==> src/rtl/rv32i_fetch_unit.sv <==
// RV32I instruction fetch stage: sequential word fetch with credit-limited prefetch FIFO,
// in-order response tagging, and redirect handling that flushes and drops stale responses.
module rv32i_fetch_unit #(
  parameter int unsigned     XLEN       = 32,
  parameter logic [XLEN-1:0] RESET_PC   = 32'h0000_0000,
  parameter int unsigned     FIFO_DEPTH = 4
) (
  input  logic            clk,
  input  logic            rst,
  output logic            imem_req_valid,
  input  logic            imem_req_ready,
  output logic [XLEN-1:0] imem_req_addr,
  input  logic            imem_rsp_valid,
  input  logic [XLEN-1:0] imem_rsp_data,
  input  logic            redirect_valid,
  input  logic [XLEN-1:0] redirect_pc,
  output logic            instr_valid,
  input  logic            instr_ready,
  output logic [XLEN-1:0] instruction,
  output logic [XLEN-1:0] instr_pc
);

  localparam int unsigned     PW         = $clog2(FIFO_DEPTH);
  localparam int unsigned     CW         = PW + 1;
  localparam int unsigned     SW         = CW + 1;
  localparam logic [SW-1:0]   DEPTH_L    = SW'(FIFO_DEPTH);
  localparam logic [XLEN-1:0] PC_STEP    = XLEN'(3'd4);
  localparam logic [XLEN-1:0] ALIGN_MASK = ~(XLEN'(2'b11));

  typedef enum logic [1:0] {
    BOOT  = 2'd0,
    RUN   = 2'd1,
    DRAIN = 2'd2
  } state_e;

  state_e          state_r, state_next_s;
  logic [XLEN-1:0] fetch_pc_r, fetch_pc_next_s;
  logic            req_valid_r, req_valid_next_s;
  logic            instr_valid_r, instr_valid_next_s;
  logic [CW-1:0]   out_r, out_next_s;
  logic [CW-1:0]   drop_r, drop_next_s;
  logic [CW-1:0]   count_r, count_next_s;
  logic [SW-1:0]   credit_sum_s;
  logic [PW-1:0]   wr_ptr_r, rd_ptr_r;
  logic [PW-1:0]   tag_wr_ptr_r, tag_rd_ptr_r;
  logic [XLEN-1:0] data_mem_r [FIFO_DEPTH];
  logic [XLEN-1:0] pc_mem_r   [FIFO_DEPTH];
  logic [XLEN-1:0] tag_mem_r  [FIFO_DEPTH];
  logic            acc_s, pop_s, push_s;

  assign imem_req_valid = req_valid_r;
  assign imem_req_addr  = fetch_pc_r;
  assign instr_valid    = instr_valid_r;
  assign instruction    = data_mem_r[rd_ptr_r];
  assign instr_pc       = pc_mem_r[rd_ptr_r];

  // Next-state computation for FSM, credits, drop counter, fetch PC and registered valids
  always_comb begin
    acc_s        = req_valid_r & imem_req_ready;
    pop_s        = instr_valid_r & instr_ready;
    push_s       = imem_rsp_valid & (drop_r == '0) & ~redirect_valid;
    out_next_s   = out_r + CW'(acc_s) - CW'(imem_rsp_valid);
    state_next_s = state_r;
    drop_next_s  = drop_r;
    count_next_s = count_r;
    fetch_pc_next_s = fetch_pc_r;
    if (redirect_valid) begin
      // Every request still in flight after this cycle belongs to the old stream.
      count_next_s    = '0;
      drop_next_s     = out_next_s;
      fetch_pc_next_s = redirect_pc & ALIGN_MASK;
      if (out_next_s != '0) begin
        state_next_s = DRAIN;
      end else begin
        state_next_s = RUN;
      end
    end else begin
      count_next_s = count_r + CW'(push_s) - CW'(pop_s);
      if (imem_rsp_valid && (drop_r != '0)) begin
        drop_next_s = drop_r - CW'(1'b1);
      end else begin
        drop_next_s = drop_r;
      end
      if (acc_s) begin
        fetch_pc_next_s = fetch_pc_r + PC_STEP;
      end else begin
        fetch_pc_next_s = fetch_pc_r;
      end
      case (state_r)
        BOOT:    state_next_s = RUN;
        RUN:     state_next_s = RUN;
        DRAIN: begin
          if (drop_next_s == '0) begin
            state_next_s = RUN;
          end else begin
            state_next_s = DRAIN;
          end
        end
        default: state_next_s = BOOT;
      endcase
    end
    credit_sum_s       = SW'(count_next_s) + SW'(out_next_s);
    req_valid_next_s   = (state_next_s == RUN) && !redirect_valid && (credit_sum_s < DEPTH_L);
    instr_valid_next_s = (count_next_s != '0);
  end

  // State, prefetch FIFO and outstanding-request tag storage
  always_ff @(posedge clk or negedge rst) begin
    if (!rst) begin
      state_r       <= BOOT;
      fetch_pc_r    <= RESET_PC;
      req_valid_r   <= 1'b0;
      instr_valid_r <= 1'b0;
      out_r         <= '0;
      drop_r        <= '0;
      count_r       <= '0;
      wr_ptr_r      <= '0;
      rd_ptr_r      <= '0;
      tag_wr_ptr_r  <= '0;
      tag_rd_ptr_r  <= '0;
      for (int i = 0; i < FIFO_DEPTH; i++) begin
        data_mem_r[i] <= '0;
        pc_mem_r[i]   <= '0;
        tag_mem_r[i]  <= '0;
      end
    end else begin
      state_r       <= state_next_s;
      fetch_pc_r    <= fetch_pc_next_s;
      req_valid_r   <= req_valid_next_s;
      instr_valid_r <= instr_valid_next_s;
      out_r         <= out_next_s;
      drop_r        <= drop_next_s;
      count_r       <= count_next_s;
      if (redirect_valid) begin
        wr_ptr_r <= '0;
        rd_ptr_r <= '0;
      end else begin
        if (push_s) begin
          data_mem_r[wr_ptr_r] <= imem_rsp_data;
          pc_mem_r[wr_ptr_r]   <= tag_mem_r[tag_rd_ptr_r];
          wr_ptr_r             <= wr_ptr_r + PW'(1'b1);
        end
        if (pop_s) begin
          rd_ptr_r <= rd_ptr_r + PW'(1'b1);
        end
      end
      // Tags retire on every response, dropped or not, so they stay aligned with memory order.
      if (acc_s) begin
        tag_mem_r[tag_wr_ptr_r] <= fetch_pc_r;
        tag_wr_ptr_r            <= tag_wr_ptr_r + PW'(1'b1);
      end
      if (imem_rsp_valid) begin
        tag_rd_ptr_r <= tag_rd_ptr_r + PW'(1'b1);
      end
    end
  end

endmodule

==> config.mk <==
export PLATFORM = sky130hd
export DESIGN_NAME = rv32i_fetch_unit
export DESIGN_NICKNAME = d
export VERILOG_FILES = /design/src/rtl/rv32i_fetch_unit.sv
export SDC_FILE = /design/constraint.sdc
export NUM_CORES = 1
export LEC_CHECK = 0
export CAP_MARGIN = 20
export CORE_MARGIN = 8
export CORE_UTILIZATION = 57
export CTS_BUF_LIST = sky130_fd_sc_hd__clkbuf_4 sky130_fd_sc_hd__clkbuf_8
export DETAILED_ROUTE_END_ITERATION = 12
export PLACE_DENSITY = 0.79
export SLEW_MARGIN = 20
export SYNTH_ARGS = -nofsm -noshare
export SYNTH_HDL_FRONTEND = slang
export SYNTH_SLANG_ARGS = --single-unit
==> constraint.sdc <==
create_clock -name clk -period 3.6 [get_ports clk]
set_input_delay 0.54 -clock clk [delete_from_list [all_inputs] [get_ports clk]]
set_output_delay 0.54 -clock clk [all_outputs]
set_load 0.02 [all_outputs]
# == Word level (Yosys, flattened, before mapping) ==
# Index checks and enable logic that the tools add are counted.
# W data, S select, Z words.
# word_totals
ff_bits,437
latchBits,0
mem_bits_rw,0
rom_bits,0
inputBits,70
output_inout_bits,98
elab_cells,100
n_memories,0
# classes
n_addsub,11
n_mul,0
n_div,0
n_lt_le_gt_ge,7
eq_ne,3
shifts,0
n_mux,30
n_bitwise,9
reduce_logical,17
# op_table
cell,n
$bwmux W128,3
$mux W32,10
$bmux W32 S2,3
$demux W32 S2,2
$add A32 B3 Y32 const B,1
$mux W2,7
$ge A3 B3 Y1 const B,4
$mux W3,4
$not A2 Y3,4
$reduce_bool A3 Y1,3
$add A2 B1 Y2 const B,4
$add A3 B1 Y3,2
$logic_not A3 Y1,2
$lt A3 B1 Y1 const B,2
$reduce_bool A2 Y1,3
$sub A3 B1 Y3,2
$logic_and A1 B1 Y1,5
$add A3 B3 Y4,1
$and A1 B1 Y1,4
$eq A2 B1 Y1 const B,2
$lt A4 B3 Y1 const B,1
$pmux W2 S2,1
$sub A3 B1 Y3 const B,1
$eq A2 B2 Y1 const B,1
5 further kinds,5

# == Depth between registers and ports, before layout ==
# depth
word_depth,11
ltp_mapped,16
mapped_depth_nobuf,16

# == Worst setup path before layout ==
# OpenSTA, ideal clock, no wires.
# synth_path
kind,input-to-reg
from,in imem_rsp_valid
to,reg req_valid_r (netlist: imem_req_valid)
setup_ns,0.094
arrival_ns,2.940
t_required_ns,3.506
slack_ns,0.566
path_stages,15
cell_sequence,buf_2 > nand3b_1 > nor2_1 > inv_1 > ha_1 > inv_1 > ha_1 > inv_1 > fa_1 > xnor2_1 > nor2_1 > ha_1 > nor4_1 > nand2_1 > a211oi_1
# synth_between
word_cells_on_any_way,20
classes_between,add/sub (4); order compare (1); eq/ne (1); mux (7); bitwise (2); reduce/logical (5)
# synth_rtl
element,line_no,source
start: declaration,13,"input logic imem_rsp_valid,"
$and A1 B1 Y1 (2 in series),61,push_s = imem_rsp_valid & (drop_r == '0) & ~redirect_valid;
$add A3 B1 Y3,78,count_next_s = count_r + CW'(push_s) - CW'(pop_s);
$sub A3 B1 Y3,78,
$mux W3,67,if (redirect_valid) begin
via count_next_s[2],42,"logic [CW-1:0] count_r, count_next_s;"
$add A3 B3 Y4,102,credit_sum_s = SW'(count_next_s) + SW'(out_next_s);
$lt A4 B3 Y1,103,req_valid_next_s = (state_next_s == RUN) && !redirect_valid && (credit_sum_s < DEPTH_L);
$logic_and A1 B1 Y1,103,
via req_valid_next_s,38,"logic req_valid_r, req_valid_next_s;"
end signal: assignment,129,req_valid_r <= req_valid_next_s;
end: declaration,38,
# The timed path passes the listed nets, and every way through them passes these cells. The select of a mux whose other input is x is not followed.
# A chain may end at the register's enable or synchronous reset.

# == Worst setup path in the final report ==
# layout_path
from,reg rd_ptr_r[0]
to,out instr_pc[15]
# layout_between
elab_chain_len,4
# layout_rtl
element,line_no,source
start: declaration,44,"logic [PW-1:0] wr_ptr_r, rd_ptr_r;"
start signal: assignment,144,rd_ptr_r <= rd_ptr_r + PW'(1'b1);
$not A2 Y3 (not written as such),55,assign instr_pc = pc_mem_r[rd_ptr_r];
$bmux W32 S2,55,
$mux W32 (not written as such) (2 in series),55,
end: declaration,20,output logic [XLEN-1:0] instr_pc
# No other way between the ends. The select of a mux whose other input is x is not followed.

==> flow_summary.json <==
{
  "min_period_ns": 3.25,
  "dp.cells": 1818,
  "crit_start": "rd_ptr_r[0]",
  "startpoint_type": "flop",
  "final_common_cell": "dfrtp_1",
  "comb_power_share": 0.323,
  "max-vdd-ir-drop_mv": 0.341,
  "p_int_w": 0.0118,
  "finalSetupViolations": 0,
  "design_area_sq_um": 22500,
  "max_freq_ghz": 0.308,
  "floorplan.initialDensity": 0.579,
  "tightest_slew_ns": 0.874,
  "die_area_sq_um": 39100,
  "cts_tree": "yes",
  "p_leak_nw": 10.3,
  "post_drt_wl_per_cell_um": 20.6,
  "synthArstFlopShare": 1.00,
  "htree_levels": 3,
  "use_met1": 0.295,
  "cpMaxStageDelayCell": "dfrtp_4",
  "clkTransAtPathRegs_ns": 0.06,
  "crit_arrival_ns": 2.71,
  "drv_cap": 0,
  "viasPerCell": 5.83,
  "use_met2": 0.334,
  "multi_input_area_sq_um": 7830,
  "nets": 1538,
  "fp-row-count": 66,
  "die_w_um": 198,
  "ys_dominant_reg_cell": "dfrtp_1",
  "status": "completed",
  "regToRegStartpoint": "drop_r[0]",
  "cts-buffers-inserted": 70,
  "powerDensity_nw_per_um2": 759,
  "ys_seq_area_frac": 0.557,
  "synth_edf_count": 0,
  "clkLatencyLatePin_ns": 0.59,
  "clock_skew_ns": 0.0270,
  "slew_viol_final": 0,
  "diodes": 0,
  "path_cells": "buf_12, mux4_2, clkdlybuf4s50_1",
  "grt_use_met3": 0.0497,
  "ctsResizeCount": 0,
  "antenna_found_initial": 0,
  "final_cell_mix": "dfrtp_1, mux2_2, clkdlybuf4s50_1",
  "dr.pass1.iters": 5,
  "clock-sinks": 419,
  "rsz0062_at_grt": "false",
  "grt_pass1_vias": 12500,
  "gp_congestion": 0.872,
  "syn2layout_area_growth_pct": 19.4,
  "hold_viol": 0,
  "syn_area_sq_um": 18800,
  "yosysUniqueCellTypes": 51,
  "grt_max_degree": 103,
  "post_route_cells_drive_above_1_share": 0.399,
  "hold_class": "reg -> reg",
  "whs_ns": 0.474,
  "worst_ep_required_time_ns": 3.06,
  "path_buf_inv": 2,
  "clock_path_buffers": 3,
  "synth_area_per_cell_sq_um": 14.7,
  "yosys_warnings": 0,
  "routed_wl_um": 40000,
  "die_y_um": 198,
  "grt_pass1_wl_um": 66500,
  "coreArea_sq_um": 32500,
  "num_io_pins": 168,
  "clkPwrFrac": 0.264,
  "p_switching_w": 0.00520,
  "slew_headroom": 0.417,
  "drc_errors": 0,
  "cp-end-kind": "output pin",
  "tns_ns": 0,
  "fin_crit_sh": 0.903,
  "swShare": 0.305,
  "vias": 11300,
  "postRouteAntennaNets": 0,
  "drt_iter0_markers": 573,
  "ys_seq_elements": 419,
  "overflow": 0,
  "cp_slowest_stage_delay_ns": 0.62,
  "cts_root_buf": "clkbuf_8",
  "critPathMaxFanout": 29,
  "fill_cells": 2283,
  "io_buffers": 161,
  "power_w": 0.0170,
  "syn_inst": 1278,
  "dp_hpwl_um": 26100,
  "cp_top_family": "buffers and inverters",
  "holdCritStartpoint": "tag_mem_r[27]",
  "postCtsSetupRepairBufs": 0,
  "grt.total_usage": 0.212,
  "layoutNonFillerInstCount": 1942,
  "ff_latch_area_sq_um": 10500,
  "dpl-instance-area_sq_um": 20900,
  "grt_busiest_layer": "met2",
  "crit_type": "reg -> out",
  "power_frac_seq": 0.413
}
Yosys cell counts (all sizes together) (3+ instances only):
cell    instances  area, sq um
a211oi          3         22.5
nand2          73          274
a31oi          14         87.6
nand4          17          128
o21ai          50          250
nor3            5         25.0
xnor2          18          158
mux2          337         3790
and3            4         25.0
a31o            4         35.0
nand3          12         70.1
inv            24         90.1
buf            69          368
nor4           10         62.6
o31ai           8         60.1
ha             17          213
or3             5         31.3
nor2b           3         18.8
or4             8         60.1
nor2           28          105
dfrtp         419        10500
clkbuf         24         92.6
and2            3         20.0
xor2            5         43.8
mux4           92         2070
mux2i           3         30.0
through the flow:
step	setup WS [ns]	utilization
final	0.348	0.691
after floorplan	0.566	-
after global routing	0.229	0.691
after global placement	0.233	0.643
after detailed placement	0.201	0.643
after CTS	0.305	0.691
sequential cells by signal, summed over array words and instances (netlist names):
name,cells
imem_req_addr,30
instr_valid,1
rd_ptr_r,2
tag_wr_ptr_r,2
out_r,3
imem_req_valid,1
count_r,3
pc_mem_r,120
tag_mem_r,120
state_r,2
data_mem_r,128
tag_rd_ptr_r,2
drop_r,3
wr_ptr_r,2
worst paths after layout:
kind	end	slack (ns)	cells after the start
setup / recovery	instr_pc[15]	0.35	3
hold / removal	tag_mem_r[27]	0.47	2
setup reg to reg	imem_req_valid	0.47	16
hold reg to reg	tag_mem_r[27]	0.47	2
max in group asynchronous	pc_mem_r[60]	1.91	3
min in group asynchronous	data_mem_r[119]	0.51	2
power by group through the flow:
stage | Clock, W | Combinational (W) | Sequential, W
after floorplan | 0 | 0.00384 | 0.00668
after global placement | 0 | 0.00539 | 0.00701
after detailed placement | 0 | 0.00556 | 0.00711
after CTS | 0.00462 | 0.00558 | 0.00704
after global routing | 0.00484 | 0.00594 | 0.00723
final | 0.00451 | 0.00550 | 0.00704
worst min-delay path, cell delays in order, from the launching register on:
cell,delay (ns)
dfrtp_1,0.34
nand2_1,0.04
o21ai_0,0.06
layer usage:
| metal | routed length, um | part of all wire |
|---|---|---|
| met1 | 17900 | 0.45 |
| met5 | 0 | 0 |
| met2 | 19100 | 0.48 |
| met3 | 2380 | 0.059 |
| met4 | 709 | 0.018 |
timing repair:
action | CTS | global route
endpoints found under the setup margin | 0 | 0
endpoints found under the hold margin | 71 | 0
hold buffers | 1 | 0
cell families (layout without fill, tap and decap cells):
group,after synthesis,count (layout),synth area share
fa+ha+maj,19,19,0.0134
simple gates,178,178,0.0479
xor+xnor,23,23,0.0107
mux,432,432,0.313
compound gates,89,89,0.0283
other cells,1,4,0.000199
buf+inv,117,336,0.0292
flops,419,419,0.557
layout make-up:
cell class / count / share of cell area
clock inverters: 8 / 0.00451
repair buffers: 189 / 0.0875
inverters: 24 / 0.00401
multi-input cells: 745 / 0.348
well taps: 442 / 0.0246
clock buffers: 115 / 0.0640
flip-flops and latches: 419 / 0.467
Power figures use the tool's default switching activity.
